==> config.mk <==
export PLATFORM = sky130hd
export DESIGN_NAME = stream_packet_mux
export DESIGN_NICKNAME = d
export VERILOG_FILES = /design/src/rtl/stream_arb_pkg.sv /design/src/rtl/stream_out_reg.sv /design/src/rtl/stream_packet_mux.sv
export SDC_FILE = /design/constraint.sdc
export NUM_CORES = 1
export LEC_CHECK = 0
export CAP_MARGIN = 20
export CORE_MARGIN = 2
export CORE_UTILIZATION = 38
export DETAILED_ROUTE_END_ITERATION = 10
export GPL_TIMING_DRIVEN = 0
export PLACE_DENSITY = 0.89
export SLEW_MARGIN = 20
export SYNTH_ARGS = -nofsm -noshare
export SYNTH_HDL_FRONTEND = slang
export SYNTH_SLANG_ARGS = --single-unit
==> constraint.sdc <==
create_clock -name clk -period 1.7 [get_ports clk]
set_input_delay 0.17 -clock clk [delete_from_list [all_inputs] [get_ports clk]]
set_output_delay 0.17 -clock clk [all_outputs]
set_load 0.01 [all_outputs]
==> src/rtl/stream_arb_pkg.sv <==
// Shared types and helpers for the packet-granular stream mux and its arbiter.
package stream_arb_pkg;

    localparam int MAX_STREAMS = 64;

    typedef enum logic {
        IDLE = 1'b0,
        XFER = 1'b1
    } arb_state_t;

    // Input must be one-hot or zero; zero maps to index 0.
    function automatic logic [31:0] onehot_to_bin(input logic [MAX_STREAMS-1:0] oh);
        logic [31:0] bin;
        bin = '0;
        for (int i = 0; i < MAX_STREAMS; i++) begin
            if (oh[i]) bin = bin | 32'(i);
        end
        return bin;
    endfunction

endpackage

==> src/rtl/stream_out_reg.sv <==
// Single-entry valid/ready output register; accepts a new beat whenever the
// slot is empty or being drained on the same edge.
module stream_out_reg #(
    parameter int WIDTH = 8
) (
    input  logic             clk,
    input  logic             nrst,
    input  logic             in_valid,
    output logic             in_ready,
    input  logic [WIDTH-1:0] in_data,
    output logic             out_valid,
    input  logic             out_ready,
    output logic [WIDTH-1:0] out_data
);

    assign in_ready = ~out_valid | out_ready;

    always_ff @(posedge clk or negedge nrst) begin
        if (!nrst) begin
            out_valid <= 1'b0;
            out_data  <= '0;
        end else if (in_valid && in_ready) begin
            out_valid <= 1'b1;
            out_data  <= in_data;
        end else if (out_ready) begin
            out_valid <= 1'b0;
        end
    end

endmodule

==> src/rtl/stream_packet_mux.sv <==
// Packet-granular N:1 stream mux: an external round-robin arbiter picks the
// owner, which keeps the output until its last beat is accepted.
module stream_packet_mux
    import stream_arb_pkg::*;
#(
    parameter int STREAM_COUNT = 2,
    parameter int DATA_WIDTH   = 32,
    parameter int ID_WIDTH     = $clog2(STREAM_COUNT)
) (
    input  logic                               clk,
    input  logic                               nrst,
    input  logic [STREAM_COUNT-1:0]            s_valid,
    input  logic [STREAM_COUNT*DATA_WIDTH-1:0] s_data,
    input  logic [STREAM_COUNT-1:0]            s_last,
    output logic [STREAM_COUNT-1:0]            s_ready,
    output logic                               m_valid,
    output logic [DATA_WIDTH-1:0]              m_data,
    output logic                               m_last,
    output logic [ID_WIDTH-1:0]                m_id,
    input  logic                               m_ready,
    output logic [STREAM_COUNT-1:0]            arb_req,
    input  logic [STREAM_COUNT-1:0]            arb_grant,
    output logic                               arb_en
);

    localparam int PW = DATA_WIDTH + 1 + ID_WIDTH;

    arb_state_t              state, state_nxt;
    logic [STREAM_COUNT-1:0] sel, sel_nxt;
    logic                    grant_ok;
    logic                    slot_ready;
    logic                    beat_vld;
    logic [DATA_WIDTH-1:0]   mux_data;
    logic                    mux_last;
    logic [ID_WIDTH-1:0]     sel_id;
    logic [PW-1:0]           out_payload;

    assign arb_req = s_valid;

    // Only a clean one-hot grant to a stream that is actually valid starts a packet.
    assign grant_ok = (arb_grant != '0)
                   && ((arb_grant & (arb_grant - STREAM_COUNT'(1))) == '0)
                   && ((arb_grant & s_valid) != '0);

    always_comb begin
        mux_data = '0;
        mux_last = 1'b0;
        for (int i = 0; i < STREAM_COUNT; i++) begin
            if (sel[i]) begin
                mux_data = mux_data | s_data[i*DATA_WIDTH +: DATA_WIDTH];
                mux_last = mux_last | s_last[i];
            end
        end
    end

    assign sel_id   = ID_WIDTH'(onehot_to_bin(MAX_STREAMS'(sel)));
    assign s_ready  = (state == XFER) ? (sel & {STREAM_COUNT{slot_ready}}) : '0;
    assign beat_vld = |(s_valid & s_ready);
    assign arb_en   = (state == XFER) && beat_vld && mux_last;

    always_comb begin
        state_nxt = state;
        sel_nxt   = sel;
        case (state)
            IDLE: begin
                if (grant_ok) begin
                    state_nxt = XFER;
                    sel_nxt   = arb_grant;
                end
            end
            XFER: begin
                if (arb_en) begin
                    state_nxt = IDLE;
                    sel_nxt   = '0;
                end
            end
            default: begin
                state_nxt = IDLE;
                sel_nxt   = '0;
            end
        endcase
    end

    always_ff @(posedge clk or negedge nrst) begin
        if (!nrst) begin
            state <= IDLE;
            sel   <= '0;
        end else begin
            state <= state_nxt;
            sel   <= sel_nxt;
        end
    end

    stream_out_reg #(
        .WIDTH (PW)
    ) u_out_reg (
        .clk       (clk),
        .nrst      (nrst),
        .in_valid  (beat_vld),
        .in_ready  (slot_ready),
        .in_data   ({mux_last, sel_id, mux_data}),
        .out_valid (m_valid),
        .out_ready (m_ready),
        .out_data  (out_payload)
    );

    assign m_data = out_payload[DATA_WIDTH-1:0];
    assign m_id   = out_payload[DATA_WIDTH +: ID_WIDTH];
    assign m_last = out_payload[PW-1];

endmodule

==> flow_summary_export.csv <==
group,metric,value,unit
place,gp_congestion,0.788,
detailed_routing,route.vias.total,1660,
sta,tightest_slew,0.481,ns
place,port_buffers,112,
critical_path,path_cells,"buf_6 -> a22o_4 -> nand4_1 -> inv_1 -> clkdlybuf4s15_1",
floorplanning,start_util,38.8,%
floorplanning,num_io_pins,113,
floorplanning,fp.dieW,75.8,µm
power_and_ir_drop,power.leakage,1.52,nW
critical_path,required,1.53,ns
sta,clock_skew,0.00654,ns
sta,worst_slack,0.0760,ns
cts,clk_pin_slew,0.07,ns
floorplanning,num_rows,26,
global_route,grt_start_max_net_pins,23,
synth,postSynthCellCount,137,
global_route,grt_overflow,0,
synth,syn-num-nets,210,
sta,fmax,0.616,GHz
critical_path,worstPathMaxFanout,9,
detailed_routing,vias_per_cell,5.05,
detailed_routing,drt_iter0_markers,41,
floorplanning,die-area,0.00574,mm²
sta,tns,0,ns
global_route,grt_pass1_wl,8050,µm
cts,cts_tree,"done",
critical_path,worstRegToRegCells,5,
synth,synthArstFlopShare,100,%
place,dp_cells,320,
floorplanning,core,0.00504,mm²
sta,relSlewSlack,67.9,%
synth,avgSynthCellArea,14.3,µm²
cts,clock_sinks,38,
critical_path,worstReg2RegStart,"sel[0]",
critical_path,worstSetupPathType,"reg2out",
cts,cts_buffers,5,
cts,cts_buffer_depth,2,
critical_path,crit_path_end_kind,"output port",
detailed_routing,drtAntennaViolNets,0,
final_layout,areaGrowthSynthToFinish,68.8,%
synth,synth.distinct_cells,22,
synth,ys_seq_area_share,48.6,%
detailed_routing,wl_per_cell,16.0,µm
synth,synth_seq_cells,38,
detailed_routing,drc,0,
final_layout,final_common_cell,"clkdlybuf4s50_1",
sta,finalCriticalPeriod,1.62,ns
final_layout,final_cell_area,0.00330,mm²
critical_path,startpoint,"sel[0]",
synth,synthFlopType,"dfrtp_1",
power_and_ir_drop,total_power,4.79,mW
detailed_routing,dr.pass1.iters,4,
critical_path,rrSetupSlack,0.12,ns
run,drv_cap,0,
sta,rsz0062_at_grt,"no",
synth,yosys_warnings,0,
critical_path,critical_path_arrival,1.45,ns
critical_path,crit_slowest_cell,"dfrtp_1",
place,place_area,0.00319,mm²
critical_path,timing.rr.end,"u_out_reg.out_data[24]",
global_route,track_usage,18.8,%
sta,finalHoldViolCount,0,
sta,fin_crit_sh,95.5,%
run_status,status,"complete, no violations",
sta,finalSetupViolCount,0,
critical_path,startpoint_type,"flip-flop",
sta,drv_slew,0,
global_route,grt_pass1_vias,1645,
power_and_ir_drop,vdd_drop_max,0.000811,V
final_layout,stdcell_count,329,
cts,clk_latency,0.28,ns
min_path,holdCritPathClass,"in2async",
power_and_ir_drop,powerDensity,1450,mW/mm²
final_layout,final_cell_mix,"clkdlybuf4s50_1 (108), dfrtp_1 (38), a22o_1 (33)",
critical_path,worstSetupEndpoint,"arb_en",
floorplanning,fp.dieH,75.8,µm
detailed_routing,drt-total-wl,5270,µm
global_route,antenna_found_initial,0,
final_layout,final_layout_size_suffix_gt1_share,21.6,%
final_layout,finalNetCount,332,
synth,synth_edf_count,0,
synth,netlist_area,0.00196,mm²
final_layout,antenna_cells,0,
cts,cts_root_buffer,"clkbuf_8",
critical_path,crit_path_max_incr_delay,0.37,ns
cts,cts.htree.levels,2,
place,dp_worst_setup_slack,-0.221,ns
place,place_hpwl,4160,µm
-- flip-flops by register name (all words and copies together) (netlist names) --
name	count
sel	2
u_out_reg.out_valid	1
state	1
u_out_reg.out_data	34
-- logic make-up after synthesis --
family | Yosys count | synth area share (%)
AOI/OAI and AO/OA | 39 | 17.8
DFF | 38 | 48.6
muxes | 33 | 24.3
buffers and inverters | 15 | 5.43
and+or+nand+nor | 12 | 3.90
-- final cells by class --
class                      instances  area, µm²
fill                             403       1740
timing repair buffer             115       1160
sequential                        38        951
multi-input combinational         84        901
buffer                            14        126
tap                               70       87.6
clock buffer                       7       76.3
inverter                           1       3.75
-- per-layer routing --
metal	global-route usage, %	routed length (µm)
met3	5.16	282
met2	33.1	2820
met5	0	0
met1	23.0	2120
met4	3.90	40
-- what timing repair did --
action | CTS | global route
hold endpoints to repair | 16 | 0
hold buffers | 1 | 0
buffers inserted | 1 | 0
endpoints found under the setup margin | 3 | 1
resized for setup | 10 | 1
-- worst min path at each step --
stage                                       from                     end  slack [ns]  cells after the start
final                                       nrst     u_out_reg.out_valid        0.37                      2
after global routing                        nrst     u_out_reg.out_valid        0.42                      2
after CTS                                   nrst     u_out_reg.out_valid        0.38                      2
after detailed placement                    nrst     u_out_reg.out_valid        0.14                      1
after global placement    u_out_reg.out_data[33]  u_out_reg.out_data[33]        0.47                      1
after floorplan                             nrst                  sel[0]       -0.13                      0
-- synthesized netlist by cell type, drive strengths merged, types with 2 or more instances --
cell type,n,area (µm²)
nor3,2,10.0
a31o,2,17.5
a22o,34,307
or3,2,12.5
dfrtp,38,951
mux2,33,477
clkbuf,6,22.5
and3,2,12.5
nand2,3,11.3
buf,8,80.1
-- worst max-delay path: cells and delay by family, from the launching register on --
family,cells,cell delay [ns]
AND/OR/NAND/NOR,1,0.13
flip-flops,1,0.37
AO/OA/AOI/OAI,1,0.26
buffers and inverters,3,0.42
-- where the power goes --
group,internal (mW),total [mW],leakage [nW],switching [mW]
Combinational,1.74,2.77,0.991,1.04
Clock,0.282,0.560,0.0383,0.278
Sequential,1.26,1.45,0.488,0.190
Total,3.28,4.79,1.52,1.51
-- per-stage QoR --
step	utilization [%]	hold WS [ns]
after floorplan	-	-0.126
after global placement	62.8	0.473
after detailed placement	63.3	0.137
after CTS	65.5	0.376
after global routing	65.5	0.420
final	65.5	0.368
Note: power is estimated with default switching activity, not from simulation.
